[src/rtl/dec_ctrl_pkg.sv]
// rtl/dec_ctrl_pkg.sv - shared types and constants for the decryptor mode controller
package dec_ctrl_pkg;

    localparam int BLK_W = 64;
    localparam int KEY_W = 128;

    typedef logic [BLK_W-1:0] blk_t;
    typedef logic [KEY_W-1:0] key_t;

    typedef enum logic [1:0] {
        S_NOKEY = 2'd0,
        S_RUN   = 2'd1,
        S_DRAIN = 2'd2
    } state_t;

    // One complete key context: key, chaining seed and mode.
    typedef struct packed {
        key_t key;
        blk_t iv;
        logic cbc;
    } keyset_t;

    function automatic blk_t unchain(input blk_t dec, input blk_t chain, input logic cbc);
        return cbc ? (dec ^ chain) : dec;
    endfunction

endpackage

[src/rtl/dec_shadow_pipe.sv]
// rtl/dec_shadow_pipe.sv - valid bit and ciphertext shadow of the core pipeline
module dec_shadow_pipe
    import dec_ctrl_pkg::*;
#(
    parameter int LATENCY = 8
) (
    input  logic             clk,
    input  logic             rst,
    input  logic             en,
    input  logic             in_valid,
    input  logic [BLK_W-1:0] in_block,
    output logic             out_valid,
    output logic [BLK_W-1:0] out_block
);

    logic [LATENCY-1:0] vld;
    blk_t               ct [LATENCY];

    always_ff @(posedge clk) begin
        if (rst) begin
            vld <= '0;
        end else if (en) begin
            vld[0] <= in_valid;
            for (int i = LATENCY - 1; i > 0; i--) begin
                vld[i] <= vld[i-1];
            end
        end
    end

    // Ciphertext copies are only meaningful where the matching valid bit is set.
    always_ff @(posedge clk) begin
        if (en) begin
            ct[0] <= in_block;
            for (int i = LATENCY - 1; i > 0; i--) begin
                ct[i] <= ct[i-1];
            end
        end
    end

    assign out_valid = vld[LATENCY-1];
    assign out_block = ct[LATENCY-1];

endmodule

[src/rtl/dec_mode_ctrl.sv]
// rtl/dec_mode_ctrl.sv - ECB/CBC sequencing controller for the block decryptor core (DEC_STATS_EN adds blk_count)
module dec_mode_ctrl
    import dec_ctrl_pkg::*;
#(
    parameter int LATENCY = 8,
    parameter int CNT_W   = 32
) (
    input  logic             clk,
    input  logic             rst,
    input  logic             ena,
    input  logic             key_load,
    input  logic [KEY_W-1:0] key_in,
    input  logic [BLK_W-1:0] iv_in,
    input  logic             cbc_in,
    output logic             key_ready,
    input  logic             in_valid,
    output logic             in_ready,
    input  logic [BLK_W-1:0] in_block,
    output logic             out_valid,
    input  logic             out_ready,
    output logic [BLK_W-1:0] out_block,
    output logic             dec_ena,
    output logic [BLK_W-1:0] dec_in,
    output logic [KEY_W-1:0] dec_key,
    input  logic [BLK_W-1:0] dec_out
`ifdef DEC_STATS_EN
    ,
    output logic [CNT_W-1:0] blk_count
`endif
);

    localparam int OCC_W = $clog2(LATENCY + 1);

    state_t           state;
    key_t             key_reg;
    blk_t             chain_reg;
    logic             cbc_reg;
    keyset_t          pend;
    keyset_t          in_set;
    keyset_t          load_set;
    logic [OCC_W-1:0] occ;
    logic             occ_zero;
    logic             adv;
    logic             acc;
    logic             hs;
    logic             load_now;
    logic             pipe_valid;
    blk_t             pipe_ct;

    assign occ_zero  = (occ == '0);
    assign adv       = ena & (~out_valid | out_ready);
    assign dec_ena   = adv & (state != S_NOKEY);
    assign in_ready  = adv & (state == S_RUN) & ~key_load;
    assign acc       = in_valid & in_ready;
    assign hs        = out_valid & out_ready & ena;
    assign key_ready = (state == S_RUN);

    assign dec_in    = in_block;
    assign dec_key   = key_reg;
    assign out_valid = pipe_valid;
    assign out_block = unchain(dec_out, chain_reg, cbc_reg);
    assign in_set    = '{key: key_in, iv: iv_in, cbc: cbc_in};

    // Active key context only changes while nothing is in flight.
    always_comb begin
        load_now = 1'b0;
        load_set = in_set;
        if (ena) begin
            case (state)
                S_NOKEY: load_now = key_load;
                S_RUN:   load_now = key_load & occ_zero;
                S_DRAIN: begin
                    load_now = occ_zero;
                    if (!key_load) begin
                        load_set = pend;
                    end
                end
                default: load_now = 1'b0;
            endcase
        end
    end

    always_ff @(posedge clk) begin
        if (rst) begin
            state     <= S_NOKEY;
            key_reg   <= '0;
            chain_reg <= '0;
            cbc_reg   <= 1'b0;
            pend      <= '0;
            occ       <= '0;
        end else if (ena) begin
            if (acc && !hs) begin
                occ <= occ + OCC_W'(1);
            end else if (hs && !acc) begin
                occ <= occ - OCC_W'(1);
            end

            if (hs) begin
                chain_reg <= pipe_ct;
            end

            case (state)
                S_NOKEY: begin
                    if (key_load) begin
                        state <= S_RUN;
                    end
                end
                S_RUN: begin
                    if (key_load && !occ_zero) begin
                        pend  <= in_set;
                        state <= S_DRAIN;
                    end
                end
                S_DRAIN: begin
                    if (occ_zero) begin
                        state <= S_RUN;
                    end else if (key_load) begin
                        pend <= in_set;
                    end
                end
                default: state <= S_NOKEY;
            endcase

            if (load_now) begin
                key_reg   <= load_set.key;
                chain_reg <= load_set.iv;
                cbc_reg   <= load_set.cbc;
            end
        end
    end

    dec_shadow_pipe #(
        .LATENCY (LATENCY)
    ) u_shadow (
        .clk       (clk),
        .rst       (rst),
        .en        (dec_ena),
        .in_valid  (acc),
        .in_block  (in_block),
        .out_valid (pipe_valid),
        .out_block (pipe_ct)
    );

`ifdef DEC_STATS_EN
    logic [CNT_W-1:0] cnt;

    always_ff @(posedge clk) begin
        if (rst || load_now) begin
            cnt <= '0;
        end else if (hs) begin
            cnt <= cnt + CNT_W'(1);
        end
    end

    assign blk_count = cnt;
`endif

endmodule

[config.mk]
export PLATFORM = sky130hd
export DESIGN_NAME = dec_mode_ctrl
export DESIGN_NICKNAME = d
export VERILOG_FILES = /design/src/rtl/dec_ctrl_pkg.sv /design/src/rtl/dec_shadow_pipe.sv /design/src/rtl/dec_mode_ctrl.sv
export SDC_FILE = /design/constraint.sdc
export NUM_CORES = 1
export LEC_CHECK = 0
export BUFFER_PORTS_ARGS = -buffer_cell sky130_fd_sc_hd__buf_2
export CAP_MARGIN = 25
export CORE_UTILIZATION = 48
export DETAILED_ROUTE_END_ITERATION = 8
export PLACE_DENSITY = 0.81
export RECOVER_POWER = 50
export SETUP_SLACK_MARGIN = 0.4
export SYNTH_ARGS = -nofsm -noshare
export SYNTH_HDL_FRONTEND = slang
export SYNTH_SLANG_ARGS = --single-unit
[constraint.sdc]
create_clock -name clk -period 15.68 [get_ports clk]
set_clock_uncertainty 0.05 [all_clocks]
set_input_delay 2.352 -clock clk [delete_from_list [all_inputs] [get_ports clk]]
set_output_delay 2.352 -clock clk [all_outputs]
set_load 0.1 [all_outputs]
Word-level counts from Yosys, hierarchy flattened
Memory sizes are Yosys's and may differ from the RTL's.
Index checks and enable logic that the tools add are counted.
{"block": "word_totals", "register_bits": 400, "ram_bits": 512, "input_bits": 327, "out_inout_bits": 260, "wordCells": 65, "memories": 1}
{"block": "classes", "add_sub_neg": 2, "n_eq_ne": 6, "muxes": 18, "n_bitwise": 12, "n_reduce_logical": 17}
{"name": "u_shadow.ct", "depth": 8, "width": 64, "read_ports": 8, "rd_clocked_by_memory_dff": 0, "wr": 8, "line_no": "dec_shadow_pipe.sv:17", "rtl": "blk_t ct [LATENCY];"}
{"cell": "193-bit 2-to-1 mux", "n": 4}
{"cell": "193-bit case mux with 2 select lines", "n": 1}
{"cell": "64-bit 2-to-1 mux", "n": 3}
{"cell": "64-bit bitwise XOR", "n": 1}
{"cell": "1-bit bitwise AND", "n": 8}
{"cell": "4-bit 2-to-1 mux", "n": 2}
{"cell": "4-bit AND reduction", "n": 2}
{"cell": "2-bit nonzero test", "n": 4}
{"cell": "2-bit 2-to-1 mux", "n": 3}
{"cell": "2-bit != test, second input constant", "n": 3}
{"cell": "2-bit case mux with 3 select lines", "n": 1}
{"cell": "2-bit AND reduction", "n": 3}
{"cell": "4-bit by 1-bit adder with 4-bit output, second input constant", "n": 1}
{"cell": "4-bit logical NOT", "n": 1}
{"cell": "4-bit by 1-bit subtractor with 4-bit output, second input constant", "n": 1}
{"cell": "1-bit logical AND", "n": 3}
{"cell": "1-bit logical NOT", "n": 3}
{"cell": "1-bit 2-to-1 mux", "n": 3}
{"cell": "1-bit case mux with 3 select lines", "n": 1}
{"cell": "2-bit by 1-bit == test with 1-bit output, second input constant", "n": 1}
{"cell": "2-bit == test, second input constant", "n": 1}
{"cell": "2-bit logical NOT", "n": 1}
{"cell": "2-bit by 1-bit != test with 1-bit output, second input constant", "n": 1}
{"cell": "1-bit inverter", "n": 2}
{"cell": "1-bit bitwise OR", "n": 1}

Depth between registers and ports, before layout
Gate-level depths: netlist of run 1.
{"block": "depth", "depth_word": 10, "ltp_mapped": 11, "ltp_nobuf": 10}

By module
A second synthesis of run 1 with hierarchy kept.
{"block": "hier_totals", "hier_cells": 2781, "area_unflattened_um2": 34267.9}
{"module": "dec_mode_ctrl", "instances": 1, "cells_each": 2179, "area_per_inst_um2": 18127.4, "seq_area_each_um2": 7847.5}
{"module": "dec_shadow_pipe", "instances": 1, "cells_each": 602, "area_per_inst_um2": 16140.5, "seq_area_each_um2": 15534.9}

Worst setup path after synthesis of run 1
OpenSTA, ideal clock, no wires.
{"block": "synth_path", "kind": "in2out", "from": "input port ena", "to": "output port dec_ena", "arrival_ns": 13.202, "required_time_ns": 13.278, "setup_slack_ns": 0.076, "cell_stages": 3, "n_path_buf": 1, "path_cell_list": "buf_2 o221ai_2 inv_1"}
{"block": "synth_via", "elab_chain_len": 2}
{"item": "start: declaration", "line_no": "dec_mode_ctrl.sv:10", "rtl": "input logic ena,"}
{"item": "1-bit bitwise AND", "line_no": "dec_mode_ctrl.sv:51", "rtl": "assign adv = ena & (~out_valid | out_ready);"}
{"item": "1-bit bitwise AND", "line_no": "dec_mode_ctrl.sv:52", "rtl": "assign dec_ena = adv & (state != S_NOKEY);"}
{"item": "end: declaration", "line_no": "dec_mode_ctrl.sv:22", "rtl": "output logic dec_ena,"}
Every way passes these cells.

Worst setup path in the final report of run 1
Same ends and word-level chain as after synthesis.

==> results of run 1 <==
[worst min path at each step]
stage | end | slack, ns
finish | u_shadow.ct[1][69] | 0.36
global route | u_shadow.ct[1][24] | 0.36
CTS | u_shadow.ct[1][255] | 0.36
detailed placement | u_shadow.ct[0][118] | 0.35
global placement | u_shadow.ct[1][117] | 0.35
floorplan | u_shadow.ct[0][100] | 0.35
[synth_stat cells]
| library cell | count | share of area |
|---|---|---|
| a211oi_1 | 24 | 0.0052 |
| buf_1 | 7 | 0.00076 |
| a221oi_1 | 1 | 0.00025 |
| or3_1 | 1 | 0.00018 |
| mux2_2 | 65 | 0.021 |
| o21a_1 | 1 | 0.00022 |
| buf_4 | 68 | 0.015 |
| inv_1 | 4 | 0.00044 |
| or2_1 | 1 | 0.00018 |
| nor2_1 | 14 | 0.0015 |
| nor4_4 | 1 | 0.00062 |
| dfxtp_1 | 400 | 0.23 |
| buf_6 | 19 | 0.0062 |
| edfxtp_1 | 512 | 0.45 |
| nand2_1 | 454 | 0.049 |
| ha_1 | 3 | 0.0011 |
| mux2i_1 | 202 | 0.059 |
| a2111oi_0 | 1 | 0.00025 |
| a211oi_2 | 170 | 0.062 |
| o221ai_2 | 1 | 0.00044 |
| nor3_1 | 193 | 0.028 |
| nor3_2 | 2 | 0.00058 |
| o211a_1 | 1 | 0.00029 |
| fa_1 | 1 | 0.00058 |
| buf_2 | 71 | 0.010 |
| nor2b_1 | 5 | 0.00091 |
| nand3_1 | 1 | 0.00015 |
| and2_1 | 1 | 0.00018 |
| a21o_1 | 1 | 0.00022 |
| nor2b_4 | 1 | 0.00040 |
| a21oi_1 | 194 | 0.028 |
| a22oi_1 | 2 | 0.00044 |
| xnor2_1 | 67 | 0.017 |
| o21bai_1 | 1 | 0.00022 |
| clkbuf_1 | 91 | 0.0099 |
| o21ai_0 | 2 | 0.00029 |
[critical path, cell delays in order]
cell	delay, ns
clkbuf_1	0.40
o221ai_1	0.63
clkinvlp_4	0.22
clkbuf_1	2.69
buf_2	0.80
[kinds of logic (layout without fill, tap and decap cells)]
| family | count (synthesis) | count (layout) |
|---|---|---|
| flops | 912 | 912 |
| simple gates | 674 | 674 |
| mux | 267 | 267 |
| other cells | 0 | 2 |
| xor+xnor | 67 | 67 |
| buf+inv | 260 | 785 |
| compound gates | 399 | 399 |
| fa+ha+maj | 4 | 4 |
[power by group]
part           switching, mW  total (mW)  internal [mW]
clock network          0.933        2.18           1.25
registers             0.0354        2.64           2.61
logic                  0.602       0.746          0.144
total                   1.57        5.57           4.00
[cell type report]
| cell class | instances | area (µm²) |
|---|---|---|
| antenna | 2 | 5.005 |
| clock buffer | 115 | 2469 |
| clock inverter | 55 | 588.1 |
| fill | 5563 | 30220 |
| inverter | 4 | 18.77 |
| multi-input combinational | 1411 | 9629 |
| sequential | 912 | 23380 |
| tap | 940 | 1176 |
| timing repair buffer | 611 | 3025 |
[metrics by stage]
step,util,instances,hold slack (ns)
finish,0.5714,4050,0.3572
global route,0.5714,4049,0.3623
CTS,0.5742,4047,0.3582
detailed placement,0.5308,3877,0.3545
global placement,0.5304,3876,0.3504
floorplan,-,2583,0.3503
[routing by layer]
| metal | GRT usage | vias up |
|---|---|---|
| met5 | 0 | - |
| met3 | 0.03778 | 120 |
| met1 | 0.2563 | 10350 |
| li1 | - | 10140 |
| met2 | 0.3441 | 708 |
| met4 | 0.06355 | 6 |
==> out/results.ini, run 1 <==
[worst_setup_path]
regToRegSetupSlack_ns = 10.09
reg2reg_depth = 4
endpoint = dec_ena
required_ns = 13.28
cp-startpoint = ena
r2r-start = state[1]
crit_arrival_ns = 7.16
cp-end-kind = primary output
crit_path_max_fanout = 69
worstSetupStartpointType = input pin
critPathKind = in -> out
r2r-end = u_shadow.ct[0][131]

[run]
max_cap_violations = 3

[logic_synthesis]
synth_cell_types = 36
synth_top_family_by_area = compound AO/OA/AOI/OAI gates
syn-cell-area_um2 = 34440
synth-adder-area-share = 0.001671
synth_cells = 2583
synth-xor-area-share = 0.01704
synth_compound_area_frac = 0.09779
synth-seq-cells = 912
syn_nets = 2914
yosysSeqAreaShare = 0.6788
yosysWarnings = 0
yosys.area_share.simple = 0.08224
synth.avg_cell_area_um2 = 13.33
synthMuxAreaShare = 0.07995

[die]
dieArea_um2 = 72840
start_util = 0.4885
fp-row-count = 97
io_pins = 587
die_h_um = 269.9
core-area_um2 = 70510
die-width_um = 269.9

[cells_and_area]
syn2layout_area_growth_pct = 16.99
mostFrequentLayoutCell = edfxtp_1
nNetsFinal = 3362
largest_reg_flops = 512
drive_gt1_frac = 0.2703
largest-register = u_shadow.ct
layout_common_cells = edfxtp_1, nand2_1, buf_2, dfxtp_1, mux2i_1
final_area_um2 = 40290

[pwr]
power.density_nw_per_um2 = 138.3
power_mw = 5.573
ir_worst_vdd_mv = 0.1198
leakage_nw = 13.53

[hold_path]
worstHoldStart = u_shadow.ct[1][5]
hold_path_depth = 0
min_path_type = reg -> reg

[route]
firstDrtPassIters = 5
drt-total-wl_um = 75510
drc = 0
wl_per_cell_um = 18.64
wl_met2_um = 37360
routed_via_density = 5.263
drt_iter0_markers = 1718
top_layer = met5
wl_met3_um = 4594
ant_nets = 0
met1_length_um = 31750
num_vias = 21320

[global_routing]
antenna_found_initial = 7
grt_max_degree = 238
grt_pass1_vias = 20590
grt_usage = 0.2008
grt_overflow = 0
grt_pass1_wl_um = 115900

[clock_tree]
cts-buffers-inserted = 91
clk_pin_slew_worst_paths_ns = 0.06
cts_max_level = 3
cts_tree = built
cts_resized = 0
cts.sink_count = 912
clock_path_buffers = 3
cts_setup_buffers = 0
hold_buffers = 0
insertion_delay_ns = 0.64
root_buffer = clkbuf_16

[sta]
setup_viol = 0
fin_tns_setup_ns = 0
min_period_over_period = 0.6097
max-slew-margin-rel = -1.560
tightest_slew_ns = 3.841
clock.fmax_mhz = 104.6
finalMaxSlewViolations = 86
rsz0062_at_grt = no
fin_ws_ns = 6.120
period_minus_slack_ns = 9.560
finalHoldViolations = 0

[placement]
dp_hpwl_um = 44820
placed_area_um2 = 37430
io_buffers = 586
place_ws_ns = 8.899
gp_congestion = 0.7936

[run_status]
status = finished, violations left
violations = capacitance limit, slew limit

Note: power is estimated with default switching activity, not from simulation.
==> run 2, diff against run 1 <==
==> constraint.sdc (replaced) <==
create_clock -name clk -period 8.5 [get_ports clk]
set_clock_uncertainty 0.05 [all_clocks]
set_input_delay 1.275 -clock clk [delete_from_list [all_inputs] [get_ports clk]]
set_output_delay 1.275 -clock clk [all_outputs]
set_load 0.1 [all_outputs]
==> run 2 against run 1 <==
  * The run still ends with capacitance limit, slew limit left
  * First-iteration DRC count grew 1.1%
  * Worst setup slack worse by 3.5 ns
  * Via count rose by 0.51%
  * Non-clock buffer count decreased by 1
  * Critical path depth rose by 1
  * Hold slack got worse by 0.0013 ns
  * Count of clock-buffer cells in the layout increased by 19
  * Power is 82% higher
  * Routed wire length down 3.1%
  * Sequential share of layout area rose by 0.29 points
  * Combinational power is 84% higher
  * Critical path type is now in -> reg
==> out/results.ini, run 2 (same netlist as run 1, synthesis figures left out) <==
[run_status]
status = finished, violations left
violations = capacitance limit, slew limit

[worst_setup_path]
path_cells = clkbuf_1, nand2_1, nor3_1, clkbuf_2, nor3_1, a211oi_2
required_ns = 8.96
regToRegSetupSlack_ns = 3.39
crit_arrival_ns = 6.31
cp_slowest_cell = clkbuf_2
slowest_delay_ns = 3.21
cp-end-kind = register
crit_top_cell = nor3_1
critPathKind = in -> reg
worstSetupStartpointType = input pin
crit_path_max_fanout = 193

[placement]
io_buffers = 586
placed_area_um2 = 37420
dp_hpwl_um = 44560
place_ws_ns = 3.710
gp_congestion = 0.8298
dp.cells = 3875

[pwr]
ir_worst_vdd_mv = 0.2338
power.density_nw_per_um2 = 253.2
leakage_nw = 13.41

[cells_and_area]
layout_common_cells = edfxtp_1, nand2_1, buf_2, dfxtp_1, clkbuf_1
largest-register = u_shadow.ct
final_cells = 4047
drive_gt1_frac = 0.2560
final_area_um2 = 40090
post-route-util = 0.5686
largest_reg_flops = 512
nNetsFinal = 3359
syn2layout_area_growth_pct = 16.40
mostFrequentLayoutCell = edfxtp_1

[sta]
fin_ws_ns = 2.652
finalMaxSlewViolations = 501
finalHoldViolations = 0
min_period_over_period = 0.6881
tightest_slew_ns = 4.675
rsz0062_at_grt = no
fin_hold_ws_ns = 0.3559
period_minus_slack_ns = 5.848
max-slew-margin-rel = -2.116
clock.fmax_mhz = 171.0
setup_viol = 0

[die]
die_h_um = 269.9
die-width_um = 269.9
start_util = 0.4885
io_pins = 587
fp-row-count = 97
core-area_um2 = 70510
dieArea_um2 = 72840

[global_routing]
grt_pass1_vias = 20450
antenna_found_initial = 8
grt_overflow = 0
grt_pass1_wl_um = 112500
grt_usage = 0.1934
grt_max_degree = 196

[route]
drt_iter0_markers = 1737
drt-total-wl_um = 73140
ant_nets = 0
firstDrtPassIters = 5
drc = 0
wl_per_cell_um = 18.07
routed_via_density = 5.294
num_vias = 21420

[clock_tree]
cts_tree = built
cts.sink_count = 912
hold_buffers = 0
root_buffer = clkbuf_16
cts_resized = 0
clk_pin_slew_worst_paths_ns = 0.06
cts_setup_buffers = 0
cts-buffers-inserted = 89
insertion_delay_ns = 0.64
cts_max_level = 3
clock_path_buffers = 3

[hold_path]
min_path_type = reg -> reg

[run]
max_cap_violations = 5

## run 2: worst paths after layout
kind                                     startpoint                   to  cells after the start
worst min-delay path            u_shadow.ct[1][127]  u_shadow.ct[1][191]                      0
worst max register to register             state[0]        chain_reg[56]                      4
worst max-delay path                            ena        chain_reg[56]                      6
worst min register to register  u_shadow.ct[1][127]  u_shadow.ct[1][191]                      0
## run 2: power by group
| part | switching [mW] | internal [mW] | total (mW) | leakage [nW] |
|---|---|---|---|---|
| registers | 0.0709 | 4.81 | 4.88 | 7.95 |
| logic | 1.10 | 0.270 | 1.37 | 4.03 |
| clock network | 1.65 | 2.25 | 3.90 | 1.43 |
## run 2: cell type report
class                      instances  area (µm²)
fill                            5611       30420
sequential                       912       23380
multi-input combinational       1411        9572
timing repair buffer             610        2984
clock buffer                     134        2549
tap                              940        1176
clock inverter                    31       401.6
inverter                           4       16.27
antenna                            5       12.51
## run 2: stage by stage
stage / power, mW / setup TNS (ns)
final: 10.15 / 0
after detailed placement: 6.359 / 0
after floorplan: 6.116 / -950.02
after global placement: 6.337 / 0
after CTS: 10.25 / 0
after global routing: 10.48 / 0
## run 2: worst max-delay path: cells and delay by family
| kind | cells | cell delay (ns) |
|---|---|---|
| buf+inv | 2 | 3.61 |
| simple gates | 3 | 0.82 |
| compound gates | 1 | 0.41 |
## run 2: routing by layer
layer | vias to the layer above | track usage | share of wire
met2 | 794 | 0.3217 | 0.48
met5 | - | 0 | 0.00049
met4 | 6 | 0.06609 | 0.029
met1 | 10370 | 0.2518 | 0.42
li1 | 10120 | - | -
met3 | 135 | 0.03921 | 0.063
==> run 3, diff against run 2 <==
--- a/config.mk
+++ b/config.mk
@@ -5,11 +5,12 @@
 export SDC_FILE = /design/constraint.sdc
 export NUM_CORES = 1
 export LEC_CHECK = 0
+export ABC_AREA = 1
 export BUFFER_PORTS_ARGS = -buffer_cell sky130_fd_sc_hd__buf_2
 export CAP_MARGIN = 25
 export CORE_UTILIZATION = 48
 export DETAILED_ROUTE_END_ITERATION = 8
-export PLACE_DENSITY = 0.81
+export PLACE_DENSITY = 0.77
 export RECOVER_POWER = 50
 export SETUP_SLACK_MARGIN = 0.4
 export SYNTH_ARGS = -nofsm -noshare
==> constraint.sdc (replaced) <==
create_clock -name clk -period 6.01 [get_ports clk]
set_clock_uncertainty 0.05 [all_clocks]
set_input_delay 0.9015 -clock clk [delete_from_list [all_inputs] [get_ports clk]]
set_output_delay 0.9015 -clock clk [all_outputs]
set_load 0.1 [all_outputs]
==> run 3 against run 2 <==
  * The run still ends with capacitance limit, slew limit left
  * Via count is 26% higher
  * Final cell count is 41% higher
  * Combinational power is 82% higher
  * Synthesized area is 7.6% higher
  * Sequential power is 49% higher
  * Final area is 7.2% higher
  * Critical endpoint is now dec_key[75]
  * Largest cell class unchanged
  * Largest power group unchanged
==> out/results.ini, run 3 <==
[placement]
gp_congestion = 0.8136
dp_hpwl_um = 46800
place_ws_ns = 2.493
dp.cells = 5539
io_buffers = 586

[pwr]
pwr-share-comb = 0.159
p_int_mw = 10.99
leakage_nw = 18.31
ir_worst_vdd_mv = 0.2707
seqPwrFrac = 0.465
power.density_nw_per_um2 = 363.0
power_mw = 15.60
swShare = 0.2958
netSwitchingPower_mw = 4.615
clkPwrFrac = 0.376

[route]
wl_met3_um = 4761
routed_via_density = 4.743
firstDrtPassIters = 5
top_layer = met5
drc = 0
wl_met2_um = 37540
drt_iter0_markers = 2199
ant_nets = 0
wl_per_cell_um = 13.73
num_vias = 27090
drt-total-wl_um = 78440
met1_length_um = 33070

[logic_synthesis]
synthTopCellsByCount = nand2_1, nor2_1, edfxtp_1, inv_1, dfxtp_1
synth_cells = 4201
yosysSeqAreaShare = 0.6307
synthTopCellsByArea = edfxtp_1, dfxtp_1, nand2_1
async_flop_share = 0
synth-seq-cells = 912
synth_flop_cell = edfxtp_1
syn_nets = 4532
netlist.area_leader.share = 0.4147
syn-cell-area_um2 = 37070
yosysWarnings = 0
synth_edf_count = 512
yosysTopAreaCell = edfxtp_1
synth.most_common_cell = nand2_1
synth.avg_cell_area_um2 = 8.825
synth_cell_types = 21

[die]
io_pins = 587
fp-row-count = 101
start_util = 0.4865
core-area_um2 = 76200
dieArea_um2 = 78350
die_h_um = 279.9
die-width_um = 279.9

[worst_setup_path]
reg2reg_depth = 5
r2r-end = u_shadow.ct[1][132]
regToRegSetupSlack_ns = 1.84
r2r-start = state[1]
critPathKind = in -> reg
required_ns = 6.54
cp-end-kind = register
crit_arrival_ns = 5.14
worstSetupStartpointType = input pin
crit_path_max_fanout = 114

[clock_tree]
cts_resized = 0
root_buffer = clkbuf_16
hold_buffers = 0
cts.sink_count = 912
cts-buffers-inserted = 92
cts_setup_buffers = 0
cts_tree = built
clock_path_buffers = 3
insertion_delay_ns = 0.65
clk_pin_slew_worst_paths_ns = 0.06
cts_max_level = 3

[global_routing]
grt_pass1_vias = 24380
antenna_found_initial = 4
grt_usage = 0.1945
grt_max_degree = 217
grt_pass1_wl_um = 122900
grt_overflow = 0

[cells_and_area]
fillers = 6628
layout_common_cells = nand2_1, nor2_1, edfxtp_1, inv_1, dfxtp_1
largest_reg_flops = 512
largest-register = u_shadow.ct
seqCellArea_um2 = 23380
multi_input_area_um2 = 10410
syn2layout_area_growth_pct = 15.92
final_cells = 5711
drive_gt1_frac = 0.1143
nNetsFinal = 4934
mostFrequentLayoutCell = nand2_1

[hold_path]
hold_path_depth = 0
worstHoldStart = u_shadow.ct[1][87]
min_to = u_shadow.ct[1][151]
min_path_type = reg -> reg

[sta]
fin_ws_ns = 1.406
tightest_slew_ns = 3.872
clock.fmax_mhz = 217.2
max-slew-margin-rel = -1.581
setup_viol = 0
fin_tns_setup_ns = 0
rsz0062_at_grt = no
period_minus_slack_ns = 4.604
finalHoldViolations = 0
finalMaxSlewViolations = 272
fin_hold_ws_ns = 0.3636
min_period_over_period = 0.7661

[run_status]
status = finished, violations left
violations = capacitance limit, slew limit

[run]
max_cap_violations = 3

[run 3: changes by cell type after synthesis, moves of 28 or more]
cell      delta
clkbuf_1    -56
buf_1       +28
buf_2       +91
nand3_1    +196
nor2_1     +575
nand2_1    +996
xnor2_1     -65
mux2_2      -65
mux2i_1    -202
xor2_1      +64
inv_1      +463
nor3_1     -192
a211oi_2   -170
[run 3: final cells by class]
type,count,share of cell area
Inverter,469,0.04164
Clock buffer,119,0.05806
Sequential cell,912,0.5442
Clock inverter,51,0.01613
Antenna cell,2,0.0001165
Multi-Input combinational cell,2523,0.2422
Tap cell,1030,0.02999
Timing Repair Buffer,605,0.06772
[run 3: kinds of logic (layout without fill, tap and decap cells)]
kind of cell             count (synthesis)  in the layout  share of synthesized area
AND/OR/NAND/NOR                       2239           2239                     0.2336
flip-flops                             912            912                     0.6307
buffers and inverters                  766           1244                    0.08961
AO/OA/AOI/OAI                          214            214                    0.02889
XOR/XNOR                                66             66                    0.01559
adder cells (fa/ha/maj)                  4              4                   0.001553
other                                    0              2                          0
[run 3: worst max-delay path by stage]
| stage | startpoint | endpoint | slack, ns |
|---|---|---|---|
| after floorplan | out_ready | u_shadow.ct[0][0] | -3.77 |
| after global placement | out_ready | dec_ena | 2.51 |
| after detailed placement | out_ready | dec_ena | 2.49 |
| after CTS | cbc_reg | out_block[35] | 2.11 |
| after global routing | rst | dec_key[75] | 1.10 |
| final | rst | dec_key[75] | 1.41 |
[run 3: critical path: stages]
cell and delay [ns]:
buf_2 0.17, inv_1 2.70, buf_4 0.94, nand2_1 0.18, nor2_1 0.11
[run 3: power groups by stage]
| stage | logic [mW] | clock network, mW | registers, mW |
|---|---|---|---|
| finish | 2.49 | 5.86 | 7.25 |
| CTS | 2.52 | 6.00 | 7.25 |
| detailed placement | 2.51 | 0 | 7.38 |
| global placement | 2.47 | 0 | 7.36 |
| global route | 2.69 | 6.25 | 7.29 |
| floorplan | 1.50 | 0 | 7.97 |
[run 3: per-stage QoR]
step                area [µm²]    util
finish                   42970  0.5639
global route             42970  0.5639
CTS                      43290  0.5681
detailed placement       40100  0.5262
global placement         40100  0.5262
floorplan                37120       -
[run 3: layer usage]
metal | vias up | GRT usage
li1 | 13760 | -
met1 | 12250 | 0.2479
met2 | 893 | 0.3249
met3 | 184 | 0.03236
met4 | 2 | 0.08799
met5 | - | 0
